File: src/rtl/pipeline_ctrl_pkg.sv
// Shared definitions for the pipeline sequencing controller: FSM state
// encoding and the default flush length.
package pipeline_ctrl_pkg;

  typedef enum logic [1:0] {
    RUN         = 2'd0,
    REDIRECT    = 2'd1,
    LOAD_BUBBLE = 2'd2,
    MEM_WAIT    = 2'd3
  } ctrl_state_e;

  localparam int FLUSH_CYCLES_DEF = 2;
  // Wide enough for FLUSH_CYCLES up to 15.
  localparam int FLUSH_CNT_W      = 4;

endpackage

File: src/rtl/pipeline_ctrl_hazard_detect.sv
// Combinational load-use detector: decode reads a register that the load
// currently in exec has not yet returned. x0 never hazards.
module hazard_detect #(
  parameter int REG_AW = 5
) (
  input  logic              id_valid,
  input  logic [REG_AW-1:0] id_rs1,
  input  logic [REG_AW-1:0] id_rs2,
  input  logic              id_use_rs1,
  input  logic              id_use_rs2,
  input  logic              ex_valid,
  input  logic [REG_AW-1:0] ex_rd,
  input  logic              ex_is_load,
  output logic              load_use
);

  logic rs1_hit;
  logic rs2_hit;

  assign rs1_hit  = id_use_rs1 && (id_rs1 == ex_rd);
  assign rs2_hit  = id_use_rs2 && (id_rs2 == ex_rd);
  assign load_use = id_valid && ex_valid && ex_is_load && (ex_rd != '0) &&
                    (rs1_hit || rs2_hit);

endmodule

File: src/rtl/pipeline_ctrl.sv
// Pipeline sequencing controller: redirect/flush, load-use bubble and
// data-memory freeze. Define PIPE_CTRL_PERF_EN to add performance counters.
//
// Control contract: stalls hold a stage register, flushes invalidate it;
// all controls are combinational and valid for the current clk cycle.
module pipeline_ctrl
  import pipeline_ctrl_pkg::*;
#(
  parameter int XLEN         = 32,
  parameter int REG_AW       = 5,
  parameter int FLUSH_CYCLES = FLUSH_CYCLES_DEF
) (
  input  logic              clk,
  input  logic              rst_n,
  input  logic              id_valid,
  input  logic [REG_AW-1:0] id_rs1,
  input  logic [REG_AW-1:0] id_rs2,
  input  logic              id_use_rs1,
  input  logic              id_use_rs2,
  input  logic              ex_valid,
  input  logic [REG_AW-1:0] ex_rd,
  input  logic              ex_is_load,
  input  logic              ex_redirect,
  input  logic [XLEN-1:0]   ex_target,
  input  logic              dmem_req,
  input  logic              dmem_ack,
  output logic              pc_load,
  output logic [XLEN-1:0]   pc_next,
  output logic              if_stall,
  output logic              id_stall,
  output logic              ex_stall,
  output logic              id_flush,
  output logic              ex_flush,
  output logic              misalign_err,
  output logic [1:0]        ctrl_state
`ifdef PIPE_CTRL_PERF_EN
  ,
  output logic [31:0]       perf_stall_cnt,
  output logic [31:0]       perf_flush_cnt,
  output logic [31:0]       perf_redirect_cnt
`endif
);

  localparam logic [FLUSH_CNT_W-1:0] FLUSH_INIT = FLUSH_CNT_W'(FLUSH_CYCLES - 1);

  ctrl_state_e            state_q, state_d;
  logic [FLUSH_CNT_W-1:0] cnt_q, cnt_d;

  logic load_use;
  logic mem_cond;
  logic redirect;

  logic pc_load_c, if_stall_c, id_stall_c, ex_stall_c;
  logic id_flush_c, ex_flush_c, misalign_c;

  hazard_detect #(.REG_AW(REG_AW)) u_hazard (
    .id_valid   (id_valid),
    .id_rs1     (id_rs1),
    .id_rs2     (id_rs2),
    .id_use_rs1 (id_use_rs1),
    .id_use_rs2 (id_use_rs2),
    .ex_valid   (ex_valid),
    .ex_rd      (ex_rd),
    .ex_is_load (ex_is_load),
    .load_use   (load_use)
  );

  assign mem_cond = ex_valid && dmem_req && !dmem_ack;
  assign redirect = ex_valid && ex_redirect;

  always_ff @(posedge clk or negedge rst_n) begin
    if (!rst_n) begin
      state_q <= RUN;
      cnt_q   <= '0;
    end else begin
      state_q <= state_d;
      cnt_q   <= cnt_d;
    end
  end

  // Priority: memory freeze, then redirect, then load-use bubble.
  always_comb begin
    state_d    = state_q;
    cnt_d      = cnt_q;
    pc_load_c  = 1'b0;
    if_stall_c = 1'b0;
    id_stall_c = 1'b0;
    ex_stall_c = 1'b0;
    id_flush_c = 1'b0;
    ex_flush_c = 1'b0;
    misalign_c = 1'b0;
    if (state_q == MEM_WAIT) begin
      if (dmem_ack) begin
        state_d = RUN;
      end else begin
        if_stall_c = 1'b1;
        id_stall_c = 1'b1;
        ex_stall_c = 1'b1;
      end
    end else if (mem_cond) begin
      if_stall_c = 1'b1;
      id_stall_c = 1'b1;
      ex_stall_c = 1'b1;
      cnt_d      = '0;
      state_d    = MEM_WAIT;
    end else if (redirect) begin
      pc_load_c  = 1'b1;
      id_flush_c = 1'b1;
      ex_flush_c = 1'b1;
      misalign_c = ex_target[1];
      cnt_d      = FLUSH_INIT;
      state_d    = (FLUSH_INIT != '0) ? REDIRECT : RUN;
    end else if (state_q == REDIRECT) begin
      id_flush_c = 1'b1;
      ex_flush_c = 1'b1;
      cnt_d      = cnt_q - 1'b1;
      if (cnt_q <= 1) state_d = RUN;
    end else if (state_q == LOAD_BUBBLE) begin
      state_d = RUN;
    end else if (load_use) begin
      if_stall_c = 1'b1;
      id_stall_c = 1'b1;
      ex_flush_c = 1'b1;
      state_d    = LOAD_BUBBLE;
    end
  end

  // Reset forces both flushes so stage registers come out invalid.
  assign pc_load      = rst_n && pc_load_c;
  assign pc_next      = pc_load ? (ex_target & ~XLEN'(1)) : '0;
  assign if_stall     = rst_n && if_stall_c;
  assign id_stall     = rst_n && id_stall_c;
  assign ex_stall     = rst_n && ex_stall_c;
  assign id_flush     = !rst_n || id_flush_c;
  assign ex_flush     = !rst_n || ex_flush_c;
  assign misalign_err = rst_n && misalign_c;
  assign ctrl_state   = state_q;

`ifdef PIPE_CTRL_PERF_EN
  always_ff @(posedge clk or negedge rst_n) begin
    if (!rst_n) begin
      perf_stall_cnt    <= '0;
      perf_flush_cnt    <= '0;
      perf_redirect_cnt <= '0;
    end else begin
      perf_stall_cnt    <= perf_stall_cnt + 32'(if_stall_c);
      perf_flush_cnt    <= perf_flush_cnt + 32'(id_flush_c);
      perf_redirect_cnt <= perf_redirect_cnt + 32'(pc_load_c);
    end
  end
`endif

endmodule

File: config.mk
export PLATFORM = sky130hd
export DESIGN_NAME = pipeline_ctrl
export DESIGN_NICKNAME = d
export VERILOG_FILES = /design/src/rtl/pipeline_ctrl_pkg.sv /design/src/rtl/pipeline_ctrl_hazard_detect.sv /design/src/rtl/pipeline_ctrl.sv
export SDC_FILE = /design/constraint.sdc
export NUM_CORES = 1
export LEC_CHECK = 0
export CAP_MARGIN = 20
export CORE_ASPECT_RATIO = 2
export CORE_MARGIN = 2
export CORE_UTILIZATION = 25
export CTS_CLUSTER_SIZE = 25
export DETAILED_ROUTE_END_ITERATION = 8
export PLACE_DENSITY = 0.79
export SLEW_MARGIN = 10
export SYNTH_ARGS = -nofsm -noshare
export SYNTH_HDL_FRONTEND = slang
export SYNTH_HIERARCHICAL = 1
export SYNTH_SLANG_ARGS = --single-unit
File: constraint.sdc
create_clock -name clk -period 2.25 [get_ports clk]
set_clock_uncertainty 0.15 [all_clocks]
set_input_delay 0.5625 -clock clk [delete_from_list [all_inputs] [get_ports clk]]
set_output_delay 0.5625 -clock clk [all_outputs]
set_load 0.05 [all_outputs]
==> results.md, run 1 <==
* Internal at 0.9289 mW
* Endpoints failing hold at 0
* Ys async rst share at 100.0%
* Initial antenna violation count at 0
* CP startpoint: ex_rd[1]
* Total track usage at 26.23%
* Critical Path Max Stage Delay at 270 ps
* Max VDD drop at 0.6773 mV
* Final wirelength at 5276 µm
* Worst hold path type: in2async
* Initial Util at 26.30%
* Max FO, Critical Path at 3
* DRC at 0
* Clock Power Share at 9.7%
* Top-area cell type share of the netlist area at 22.98%
* IO buf count at 95
* Layout area overhead at 206.8%
* Max-cap violations at 0
* Hpwl dp at 3600 µm
* Count leader, synth: and2_1
* CP startpoint kind: input pin
* CTS Buffer Depth at 2
* Minimum clock period after layout at 2665 ps
* Seq. cell area at 155.1 µm²
* Synth area leaders: and2_1 (23%), dfrtp_1 (17%), xor2_1 (7.8%), ha_1 (7.0%), nand3_1 (2.8%)
* F_max at 375.3 MHz
* Worst setup EP type: output pin
* Seq/Total Area, Yosys at 16.71%
* RePlAce Congestion at 0.8389
* DR WL/cell at 18.51 µm
* Power share of the sequential group at 12.8%
* Avg Cell Area, Syn at 7.812 µm²
* Grt ovf at 0
* Die height at 88.78 µm
* Reg-to-Reg Start: ctrl_state[0]
* Die area at 4118 µm²
* Failing checks: setup timing
* Vias in the first global route at 1466
* Total CTS buffers at 3
* DRT Pass-1 Iters at 4
* Most frequent cells after synthesis: and2_1 (33), xor2_1 (8), dfrtp_1 (6), inv_1 (6)
* Share of post-route cells with drive strength above 1 at 61.18%
* Pwr dens at 608.8 nW/µm²
* Clock slew at reported path FFs at 40 ps
* First-pass GRT wire length at 7686 µm
* Crit share post-route at 118.4%
* Die span in x at 46.39 µm
* Largest net degree at the start of global routing at 10
* H-tree depth at 1
* Initial DRC count at 27
* Net Sw Frac at 44.65%
* YS warnings at 6
* Synth Cell Area at 898.4 µm²
* RSZ-0062 raised after global routing: yes
* Post-Syn Instances at 115
* Slowest cell on crit path: nor4_2
* Comb pwr share at 77.5%
* CTS Root Cell: clkbuf_8
* Clock sink count at 6
* Critical path cell sequence: buf_6, xor2_2, nor4_2, nand3_1, a21oi_4, a31oi_2, nor2_4, buf_12
* Leakage at 1.211 nW
* Area of the core at 3416 µm²
* Boundary pin count at 98
* Setup violations, final at 40
* Total net switching power at 0.7492 mW
* WS Path Type: in2out
* EDFF count, synth at 0
* Area of the multi-input gates at 888.4 µm²
* Hold Worst Slack at 288.0 ps
* Critical path arrival at 1950 ps
* Synthesized Nets at 177
* Total negative slack at -8299 ps
* Total chip power at 1.678 mW
* Critical path required time at 1540 ps
* Synthesis-stage register bit count at 6
* NumNets Final at 300
* Largest area contributor in the netlist: and2_1
* Final Worst Setup Slack at -414.6 ps
* Row cnt at 30
* Placed cell area at 2515 µm²
* Outcome: finished, violations left
* CTS tree: built
* Fill cells at 188
* Routed via count at 1377
* Distinct cell type count after synthesis at 38
* Vias/cell at 4.832
* Slew Limit Fails at 0
* Clock latency on the worst-skew pair at 220 ps
* Main flop type after synthesis: dfrtp_1
* Design area at 2756 µm²
* ANT cells at 0
* ANT nets after route at 0
-- layer usage --
metal	routed length (µm)	GRT usage, %	vias to the layer above
li1	-	-	638
met1	1607	24.94	645
met2	3081	51.77	76
met3	389	4.898	18
met4	198	8.312	0
met5	0	0	-
-- worst paths after layout --
| kind | to | slack, ps | depth (start not counted) |
|---|---|---|---|
| max in group asynchronous | ctrl_state[0] | 1500 | 2 |
| min reg2reg | cnt_q[1] | 420 | 2 |
| max | if_stall | -410 | 8 |
| min in group clk | cnt_q[1] | 420 | 2 |
| max reg2reg | ctrl_state[1] | 240 | 7 |
| min | ctrl_state[0] | 290 | 2 |
-- cells by family (layout without fill, tap and decap cells) --
group           count (synthesis)  count (layout)  synth area share [%]
compound gates                 20              20                 15.46
xor+xnor                       10              10                 9.750
simple gates                   57              57                 40.25
buf+inv                        13             135                 6.963
flops                           6               6                 16.71
other cells                     1               1                0.4174
mux                             3               3                 3.482
fa+ha+maj                       5               5                 6.964
-- through the flow --
step	worst slack (ps)	utilization [%]	std cells
after floorplan	-368.6	-	115
after global placement	-761.9	73.63	268
after detailed placement	-818.9	73.63	268
after CTS	-419.2	80.26	287
after global routing	-493.7	80.70	285
final	-414.6	80.70	285
-- cells in the final DEF, fill, tap and decap left out, types with 3 or more instances in the layout --
cell / instances
and2_4: 33
buf_2: 5
dfrtp_1: 4
clkbuf_8: 3
clkdlybuf4s50_1: 35
a21oi_2: 3
buf_4: 22
buf_12: 39
nand3_1: 5
clkbuf_2: 4
ha_1: 4
inv_1: 6
nor2_1: 3
xor2_1: 7
buf_6: 13
-- registers in the layout, summed over array words and instances (netlist names) --
register	count
cnt_q	4
ctrl_state	2
-- power by group through the flow --
stage / Sequential, mW / Clock (mW) / Combinational (mW)
floorplan: 0.287 / 0 / 0.564
global placement: 0.217 / 0 / 1.09
detailed placement: 0.219 / 0 / 1.11
CTS: 0.214 / 0.166 / 1.18
global route: 0.220 / 0.169 / 1.38
finish: 0.215 / 0.162 / 1.30
-- area by class of cell --
class                           instances  area share [%]
Timing Repair Buffer                  125           57.51
Multi-Input combinational cell         96           32.23
Sequential cell                         6           5.629
Tap cell                               48           2.179
Clock buffer                            4           1.634
Inverter                                6          0.8171
-- timing repair --
action,4_1_cts,5_1_grt
endpoints found under the setup margin,40,40
setup buffers,11,2
cloned,4,0
pin swaps,29,24
gates resized for setup,64,35
hold buffers,0,0
-- critical path: cells and delay by family --
kind	cells	cell delay, ps
compound gates	2	340
buf+inv	2	260
xor+xnor	1	170
simple gates	3	620
(Power assumes the default switching activity.)
==> run 2: changes to the inputs <==
--- a/config.mk
+++ b/config.mk
@@ -7,7 +7,6 @@
 export LEC_CHECK = 0
 export CAP_MARGIN = 20
 export CORE_ASPECT_RATIO = 2
-export CORE_MARGIN = 2
 export CORE_UTILIZATION = 25
 export CTS_CLUSTER_SIZE = 25
 export DETAILED_ROUTE_END_ITERATION = 8
==> run 2 against run 1 <==
Net effect: combinational power rose by 4%; critical path type unchanged; register-to-register slack barely moved; the run still ends with setup timing left; sequential power barely moved; via count did not move; core utilization rose by 1.3 points; highest routed layer unchanged.
==> results.md, run 2 (synthesis gave the netlist of run 1 again) <==
* Outcome: finished, violations left
* Failing checks: setup timing
* Fill cells at 163
* Worst Reg-to-Reg Cells at 7
* WS Path Type: in2out
* Worst hold path type: in2async
* Boundary pin count at 98
* CTS Buffer Depth at 2
* Share of post-route cells with drive strength above 1 at 61.60%
* DRT Pass-1 Iters at 4
* Pwr dens at 615.7 nW/µm²
* Die area at 3852 µm²
* Clock latency on the worst-skew pair at 220 ps
* Leakage at 1.215 nW
* ANT cells at 0
* RePlAce Congestion at 0.8501
* R2r setup slk at 250 ps
* Total track usage at 28.47%
* Area of the core at 3416 µm²
* Endpoints failing hold at 0
* Initial antenna violation count at 0
* Final Worst Setup Slack at -511.3 ps
* DR WL/cell at 19.19 µm
* Final cell count without fillers at 285
* Total chip power at 1.725 mW
* IO buf count at 95
* Setup violations, final at 40
* Commonest non-fill, non-tap cells in the layout: buf_12 (40), clkdlybuf4s50_1 (36), and2_4 (33)
* Hpwl dp at 3486 µm
* Minimum clock period after layout at 2761 ps
* Dpl cells at 269
* Critical Path Max Stage Delay at 250 ps
* Slowest cell on crit path: nor4_2
* Routed via count at 1377
* Max-cap violations at 0
* Grt ovf at 0
* Vias in the first global route at 1541
* Final wirelength at 5469 µm
* Critical path cell sequence: clkdlybuf4s15_1, xor2_1, nor4_2, nand3_1, a21oi_4, a31oi_4, nor2_4, buf_12
* Worst setup EP type: output pin
* DRC at 0
* Biggest register: cnt_q
* First-pass GRT wire length at 8045 µm
* Largest net degree at the start of global routing at 10
* Row cnt at 30
* CTS Root Cell: clkbuf_8
* CTS tree: built
* Max VDD drop at 0.7778 mV
* Layout area overhead at 211.8%
* CP startpoint kind: input pin
* Max reg flops at 4
* Reg-to-Reg End: ctrl_state[1]
* H-tree depth at 1
* Critical path required time at 1540 ps
* ANT nets after route at 0
* Die span in x at 44.39 µm
* CP startpoint: id_rs1[3]
* Initial Util at 26.30%
* Die height at 86.78 µm
* Leading cell type in the layout, fill and taps excluded: buf_12
* Vias/cell at 4.832
* Slew Limit Fails at 0
* Hold Worst Slack at 316.7 ps
* Max FO, Critical Path at 3
* Clock sink count at 6
* RSZ-0062 raised after global routing: yes
* NumNets Final at 300
* Clock slew at reported path FFs at 40 ps
* F_max at 362.2 MHz
* Crit share post-route at 122.7%
* Total CTS buffers at 3
* Critical path arrival at 2050 ps
* Initial DRC count at 25
* CTS hold repair buffers at 0
* Reg-to-Reg Start: ctrl_state[0]
## run 2: metrics by stage
| stage | worst slack, ps | utilization, % | cell area, µm² | TNS (ps) |
|---|---|---|---|---|
| 2_1_floorplan | -368.6 | - | 1052 | -5380 |
| 3_3_place_gp | -753.9 | 73.85 | 2522 | -19310 |
| 3_5_place_dp | -855.7 | 73.85 | 2522 | -21000 |
| 4_1_cts | -452.3 | 81.79 | 2794 | -12090 |
| 5_1_grt | -563.2 | 82.01 | 2801 | -12420 |
| 6_report | -511.3 | 82.01 | 2801 | -9470 |
## run 2: worst max path at each step
stage               endpoint  slack, ps
floorplan           if_stall       -370
global placement    ex_flush       -750
detailed placement  ex_flush       -860
CTS                 id_stall       -450
global route        id_stall       -560
finish              id_stall       -510
## run 2: repair_timing
item,CTS,global route
resized for setup,73,29
pin swaps,28,14
endpoints found under the hold margin,0,0
setup endpoints to repair,40,40
buffers inserted,13,3
cloned,4,0
## run 2: final cells by class
cell class	count	area [µm²]	share of cell area (%)
Timing Repair Buffer	125	1592	56.81
Multi-Input combinational cell	96	927.1	33.10
Sequential cell	6	155.1	5.538
Tap cell	48	60.06	2.144
Clock buffer	4	45.04	1.608
Inverter	6	22.52	0.8039
## run 2: layer usage
layer	up-vias	track usage (%)	routed length, µm
met5	-	0	0
met4	0	9.917	199
met3	16	6.458	382
met2	79	54.55	3048
met1	650	28.03	1837
li1	632	-	-
## run 2: power by group
group	leakage, nW	internal (mW)	total (mW)	switching, mW
sequential	0.0734	0.162	0.212	0.0501
clock	0.0228	0.122	0.167	0.0454
combinational	1.12	0.661	1.35	0.685
## run 2: worst max-delay path, delay by kind of cell
| family | cells | cell delay (ps) |
|---|---|---|
| AO/OA/AOI/OAI | 2 | 340 |
| buffers and inverters | 2 | 340 |
| AND/OR/NAND/NOR | 3 | 650 |
| XOR/XNOR | 1 | 150 |
==> run 3: changes to the inputs <==
--- a/config.mk
+++ b/config.mk
@@ -11,6 +11,7 @@
 export CTS_CLUSTER_SIZE = 25
 export DETAILED_ROUTE_END_ITERATION = 8
 export PLACE_DENSITY = 0.79
+export SETUP_SLACK_MARGIN = 0.4
 export SLEW_MARGIN = 10
 export SYNTH_ARGS = -nofsm -noshare
 export SYNTH_HDL_FRONTEND = slang
==> run 3 against run 2 <==
Net effect: power is 6.9% higher; highest routed layer unchanged; via count increased by 5.2%; largest cell class unchanged; the flow still finishes with violations (setup timing); fmax increased by 3.8%; final cell count is 1.4% higher; first-iteration DRC count down 4.0%; final area is 2.5% higher; largest power group unchanged.
==> results.md, run 3 (synthesis gave the netlist of run 1 again) <==
* Outcome: finished, violations left
* Failing checks: setup timing
* WS Path Type: reg2out
* Grt ovf at 0
* Routed via count at 1449
* Total CTS buffers at 3
* Minimum clock period after layout at 2661 ps
* DRT Pass-1 Iters at 4
* Hpwl dp at 3459 µm
* Clock slew at reported path FFs at 40 ps
* Row cnt at 30
* ANT nets after route at 0
* Layout area overhead at 219.8%
* Leakage at 1.247 nW
* Initial DRC count at 24
* Vias in the first global route at 1500
* DR WL/cell at 19.59 µm
* Vias/cell at 5.014
* Clock latency on the worst-skew pair at 230 ps
* Total track usage at 29.29%
* Critical path required time at 1540 ps
* DRC at 0
* F_max at 375.8 MHz
* Crit share post-route at 118.3%
* CTS hold repair buffers at 0
* ANT cells at 0
* Total net switching power at 0.8211 mW
* First-pass GRT wire length at 8066 µm
* IO buf count at 95
* Seq. cell area at 155.1 µm²
* Initial antenna violation count at 0
* Max-cap violations at 0
* Biggest register: cnt_q
* Area of the core at 3416 µm²
* Area of the multi-input gates at 903.4 µm²
* CP startpoint kind: register
* H-tree depth at 1
* Endpoints failing hold at 0
* Initial Util at 26.30%
* Die area at 3852 µm²
* RSZ-0062 raised after global routing: yes
* Critical path arrival at 1950 ps
* Comb pwr share at 78.8%
* Max FO, Critical Path at 8
* Post-layout util at 84.10%
* Pwr dens at 641.9 nW/µm²
* Internal at 1.023 mW
* Worst hold path type: in2async
* Net Sw Frac at 44.53%
* Slew Limit Fails at 0
* Total chip power at 1.844 mW
* Die span in x at 44.39 µm
* Largest net degree at the start of global routing at 10
* CTS tree: built
* CTS Buffer Depth at 2
* Boundary pin count at 98
* Die height at 86.78 µm
* Commonest non-fill, non-tap cells in the layout: buf_12 (41), clkdlybuf4s50_1 (35), and2_4 (33)
* CTS Root Cell: clkbuf_8
* Final wirelength at 5662 µm
* Final Worst Setup Slack at -411.0 ps
* Leading cell type in the layout, fill and taps excluded: buf_12
* Setup violations, final at 40
* Power share of the sequential group at 11.7%
* Worst setup EP type: output pin
* NumNets Final at 304
* Max VDD drop at 0.7719 mV
* Clock Power Share at 9.5%
* RePlAce Congestion at 0.9016
* Max reg flops at 4
* Clock sink count at 6
* Fill cells at 166
* Share of post-route cells with drive strength above 1 at 63.90%
run 3: worst max-delay path, cell delays in order, from the launching register on:
cell and delay [ps]:
dfrtp_4 480, ha_4 190, nor4b_4 330, buf_4 210, buf_12 110, buf_16 110, and2_4 150, buf_12 130
run 3: repair_timing:
| item | in CTS | in global routing |
|---|---|---|
| resized for setup | 99 | 14 |
| gates cloned | 3 | 0 |
| buffers inserted | 15 | 1 |
| endpoints found under the setup margin | 44 | 43 |
| pin swaps | 38 | 8 |
run 3: metrics by stage:
stage	area [µm²]	TNS, ps	hold slack [ps]	cells	setup slack [ps]
after CTS	2838	-10840	289.8	288	-347.6
after global routing	2873	-16150	339.4	289	-445.6
after global placement	2512	-20910	402.3	266	-764.0
final	2873	-14600	343.6	289	-411.0
after detailed placement	2512	-21260	425.2	266	-824.6
after floorplan	1065	-5365	116.9	115	-368.3
run 3: path summary, 6_finish.rpt:
path	start	end	slack [ps]	cells past startpoint
max	ctrl_state[0]	pc_next[26]	-410	7
min	rst_n	ctrl_state[0]	340	2
max reg2reg	ctrl_state[0]	ctrl_state[1]	230	7
min reg2reg	cnt_q[2]	cnt_q[2]	440	2
max in group asynchronous	rst_n	ctrl_state[0]	1440	2
min in group clk	cnt_q[2]	cnt_q[2]	440	2
run 3: metal layers:
metal	vias up	wire (µm)	global-route usage [%]
met5	-	0	0
met4	0	292	15.70
met3	24	408	6.250
met2	88	3199	55.48
met1	692	1762	27.13
li1	645	-	-
run 3: area by class of cell:
class,instances,area share [%]
multi-input cells,96,31.45
inverters,6,0.7840
well taps,48,2.091
flip-flops and latches,6,5.401
repair buffers,129,58.71
clock buffers,4,1.568
run 3: power groups by stage:
| stage | registers (mW) | clock network (mW) | logic (mW) |
|---|---|---|---|
| 6_report | 0.216 | 0.175 | 1.45 |
| 5_1_grt | 0.223 | 0.191 | 1.52 |
| 4_1_cts | 0.212 | 0.181 | 1.33 |
| 3_5_place_dp | 0.216 | 0 | 1.10 |
| 3_3_place_gp | 0.214 | 0 | 1.07 |
| 2_1_floorplan | 0.287 | 0 | 0.565 |
==> patch 1: new RTL, config.mk and constraints of run 1 <==
Add an input register stage for `ex_target`, cleared by the reset; this delays it by one clock. The other inputs are not delayed to match.
--- a/src/rtl/pipeline_ctrl.sv
+++ b/src/rtl/pipeline_ctrl.sv
@@ -42,6 +42,16 @@
 );
 
   localparam logic [FLUSH_CNT_W-1:0] FLUSH_INIT = FLUSH_CNT_W'(FLUSH_CYCLES - 1);
+
+  logic [XLEN-1:0] ex_target_q;
+
+  always_ff @(posedge clk or negedge rst_n) begin
+    if (!rst_n) begin
+      ex_target_q <= '0;
+    end else begin
+      ex_target_q <= ex_target;
+    end
+  end
 
   ctrl_state_e            state_q, state_d;
   logic [FLUSH_CNT_W-1:0] cnt_q, cnt_d;
@@ -107,7 +117,7 @@
       pc_load_c  = 1'b1;
       id_flush_c = 1'b1;
       ex_flush_c = 1'b1;
-      misalign_c = ex_target[1];
+      misalign_c = ex_target_q[1];
       cnt_d      = FLUSH_INIT;
       state_d    = (FLUSH_INIT != '0) ? REDIRECT : RUN;
     end else if (state_q == REDIRECT) begin
@@ -127,7 +137,7 @@
 
   // Reset forces both flushes so stage registers come out invalid.
   assign pc_load      = rst_n && pc_load_c;
-  assign pc_next      = pc_load ? (ex_target & ~XLEN'(1)) : '0;
+  assign pc_next      = pc_load ? (ex_target_q & ~XLEN'(1)) : '0;
   assign if_stall     = rst_n && if_stall_c;
   assign id_stall     = rst_n && id_stall_c;
   assign ex_stall     = rst_n && ex_stall_c;
Formal check against the unedited RTL: not equivalent (a bounded check fails within 4 cycles, from zero or initial values and one cycle with rst_n low).
==> patch 1 against run 1 <==
The run still ends with negative setup slack left; design area rose by 37%; sequential cell count rose by 31; area after synthesis rose by 89%; die area rose by 82%; total power rose by 83%; maximum frequency fell by 1.5%; setup slack got worse by 0.040 ns; wire length rose by 11%.
==> patch 1: results (changes against run 1) <==
Reg with most FFs ex_target_q; worst skew pair latency 0.28 ns (+0.06 ns); clock root cell clkbuf_16; unique cell type count in the Yosys netlist 36 (-5.3%); hpwl dp 4100 um (+14%); violated checks negative setup slack; placed cell area 0.00334 mm^2 (+33%); fraction of layout cells with a size suffix above 1 57.2% (-3.9 points); fillers 553 (+190%); setup_tns -9.06 ns (-0.760 ns); Leak 1.66 nW (+37%); largest net degree at the start of global routing 38 (+28); GR Util All Layers 16.6% (-9.7 points); number of global-route vias before repair 1801 (+23%); fin nets 337 (+12%); clock slew at reported path FFs 0.06 ns (+0.02 ns); setup ws final -0.454 ns (-0.0398 ns); H-tree Lvls 2 (+1); first-pass GRT wire length 9350 um (+22%); Total Wirelength 5880 um (+11%); status finished, violations left; Mapped Nets 208 (+18%); CP max stage cell nor4_1; Util after Layout 57.2% (-24 points); total CTS buffers 5 (+2); Seq/Total Area, Yosys 54.5% (+38 points); Final setup viols 39 (-2.5%); top post-synthesis cells by count 37 x dfrtp_1, 33 x and2_1, 8 x xor2_1, 6 x nor2_1; VDD IR max 0.491 mV (-28%)
[patch 1: changes by cell type in the layout (fill, tap and decap cells not counted), moves of 3 or more]
cell / run 1 / this run
dfrtp_1: 4 / 35
clkbuf_16: 0 / 5
buf_6: 13 / 9
buf_2: 5 / 8
buf_4: 22 / 25
[patch 1: worst max-delay path: cells and delay by family]
kind                   cells  cell delay [ns]
AO/OA/AOI/OAI              2             0.34
AND/OR/NAND/NOR            3             0.67
buffers and inverters      2             0.26
XOR/XNOR                   1             0.15
[patch 1: kinds of logic (layout without fill, tap and decap cells)]
kind of cell               count (synthesis)  after routing  synth area share, %
and+or+nand+nor                           56             56                 20.9
DFF                                       37             37                 54.5
AOI/OAI and AO/OA                         22             22                 9.06
buffers and inverters                     12            142                 4.64
xor gates and xnor gates                  10             10                 5.16
adders and majority gates                  5              5                 3.68
muxes                                      3              3                 1.84
other                                      1              1                0.221
[patch 1: stage by stage]
stage,setup WS (ns),power [mW],instances,hold WS [ns]
after global routing,-0.497,3.23,364,0.420
after global placement,-0.774,1.96,340,0.381
after CTS,-0.427,2.93,362,0.387
after floorplan,-0.369,1.48,146,0.117
final,-0.454,3.07,364,0.374
after detailed placement,-0.880,1.99,340,0.415
[patch 1: metal layers]
metal	track usage, %	vias to the layer above	part of all wire [%]
met2	32.9	76	61
li1	-	748	-
met1	15.0	771	31
met5	0	-	0
met3	4.19	14	5.1
met4	8.33	0	3.2
[patch 1: final cells by class]
type	count	area share, %
repair buffers	128	42.5
multi-input cells	97	24.9
flip-flops and latches	37	24.5
clock buffers	7	3.77
well taps	88	2.91
clock inverters	1	0.793
inverters	6	0.661
[patch 1: path summary, 6_finish.rpt]
kind                                   end          start  slack, ns  cells after the start
setup / recovery                  id_stall       ex_rd[0]      -0.45                      8
hold / removal             ex_target_q[11]          rst_n       0.37                      3
setup reg to reg             ctrl_state[1]  ctrl_state[0]       0.27                      7
hold reg to reg                   cnt_q[3]       cnt_q[3]       0.42                      2
max in group asynchronous    ctrl_state[1]          rst_n       1.21                      3
min in group clk                  cnt_q[3]       cnt_q[3]       0.42                      2
[patch 1: what timing repair did]
| action | 4_1_cts | 5_1_grt |
|---|---|---|
| pin swaps | 47 | 27 |
| setup endpoints to repair | 40 | 40 |
| resized for setup | 83 | 28 |
| cloned | 4 | 0 |
| buffers inserted | 10 | 6 |
[patch 1: power breakdown]
group	internal, mW	total (mW)	switching [mW]
sequential	0.754	0.827	0.0737
combinational	0.714	1.44	0.726
clock	0.553	0.804	0.251
total	2.02	3.07	1.05
==> patch 2: new RTL, config.mk and constraints of run 1 <==
Made on the original files. `REG_AW` is set to 5 in 2 places; all go to 6.
--- a/src/rtl/pipeline_ctrl_hazard_detect.sv
+++ b/src/rtl/pipeline_ctrl_hazard_detect.sv
@@ -1,7 +1,7 @@
 // Combinational load-use detector: decode reads a register that the load
 // currently in exec has not yet returned. x0 never hazards.
 module hazard_detect #(
-  parameter int REG_AW = 5
+  parameter int REG_AW = 6
 ) (
   input  logic              id_valid,
   input  logic [REG_AW-1:0] id_rs1,
--- a/src/rtl/pipeline_ctrl.sv
+++ b/src/rtl/pipeline_ctrl.sv
@@ -7,7 +7,7 @@
   import pipeline_ctrl_pkg::*;
 #(
   parameter int XLEN         = 32,
-  parameter int REG_AW       = 5,
+  parameter int REG_AW       = 6,
   parameter int FLUSH_CYCLES = FLUSH_CYCLES_DEF
 ) (
   input  logic              clk,
Interface: changed (resized ex_rd, id_rs1 and id_rs2); port bits go from 98 to 101. The function was not compared with the original's and may differ.
==> patch 2 against run 1 <==
The run still ends with negative setup slack left; clock power up 7%; first-iteration DRC count increased by 67%; sequential cell count is the same; setup slack worse by 0.16 ns; critical path depth is the same; sequential share of layout area down 0.23 points; count of clock-buffer cells in the layout unchanged; maximum frequency down 5.5%; area after synthesis rose by 2.9%; wire length up 6.3%; design area is 4.2% higher; total power increased by 3.0%; critical path type unchanged.
==> patch 2: results (changes against run 1) <==
first-pass GRT wire length 8220 um (+7.0%); Via-to-Cell Ratio 4.95 (+2.5%); Cells after DPL 279 (+4.1%); placed cell area 0.00259 mm^2 (+3.2%); violated checks negative setup slack; global-route met3 utilization 5.82% (+0.93 points); VDD IR max 0.707 mV (+4.4%); met2 GRT Util 49.1% (-2.7 points); GR Util All Layers 27.3% (+1.1 points); Resize count post-CTS 104 (+63%); hpwl dp 3670 um (+1.9%); setup ws final -0.570 ns (-0.156 ns); Synth Area in Compound Gates 14.1% (-1.4 points); adder-cell share of the synthesized area 6.77% (-0.20 points); met3 WL post-DR 502 um (+29%); post-synthesis mux area share 3.38% (-0.099 points); Reg with most FFs cnt_q; Cell Count, Final, Fillers Out 298 (+4.6%); status finished, violations left; Total Wirelength 5610 um (+6.3%); Final setup viols 40 (unchanged); Multi-input gate area 938 um^2 (+5.6%); fillers 201 (+6.9%); input/output buffers 98 (+3.2%); unique cell type count in the Yosys netlist 37 (-2.6%); number of global-route vias before repair 1555 (+6.1%); Mapped Cells 119 (+3.5%); Leak 1.28 nW (+5.5%); Data arrival, critical path 2.11 ns (+0.16 ns); switching fraction of total power 44.9% (+0.30 points); Synth Area in XOR/XNOR 11.4% (+1.6 points); Setup Buffers After CTS 14 (+3); DR iter-0 viols 45 (+67%); most area-consuming cells after synthesis and2_1 22%, dfrtp_1 16%, ha_1 6.8%; setup_tns -7.95 ns (+0.351 ns); worst hold slack 0.266 ns (-0.0221 ns); Mapped Nets 184 (+4.0%); Place WS -0.965 ns (-0.146 ns); M1 GR Usage 28.9% (+3.9 points); Seq/Total Area, Yosys 16.2% (-0.47 points); fraction of layout cells with a size suffix above 1 63.9% (+2.7 points)
[patch 2: changes by cell type in the layout (fill, tap and decap cells not counted), moves of 3 or more]
cell / delta
buf_4: +3
buf_6: +3
nand4_1: +3
xnor2_2: +6
[patch 2: cell type report]
cell class	count	area share, %
multi-input cells	100	32.7
well taps	49	2.13
repair buffers	133	57.4
flip-flops and latches	6	5.40
clock buffers	4	1.57
inverters	6	0.784
[patch 2: worst max-delay path, stage by stage]
cell and delay [ns]:
buf_6 0.11, xnor2_2 0.16, nand4_1 0.13, or4_4 0.44, a21oi_4 0.23, a31oi_4 0.12
nor2_4 0.19, buf_12 0.16
[patch 2: how the worst max path moves through the flow]
stage               startpoint  endpoint  slack, ns
floorplan             ex_rd[4]  if_stall      -0.53
global placement      ex_rd[3]  ex_flush      -0.90
detailed placement    ex_rd[2]  ex_flush      -0.97
CTS                  id_rs2[3]  ex_flush      -0.56
global route          ex_rd[3]  if_stall      -0.61
finish                ex_rd[3]  id_stall      -0.57
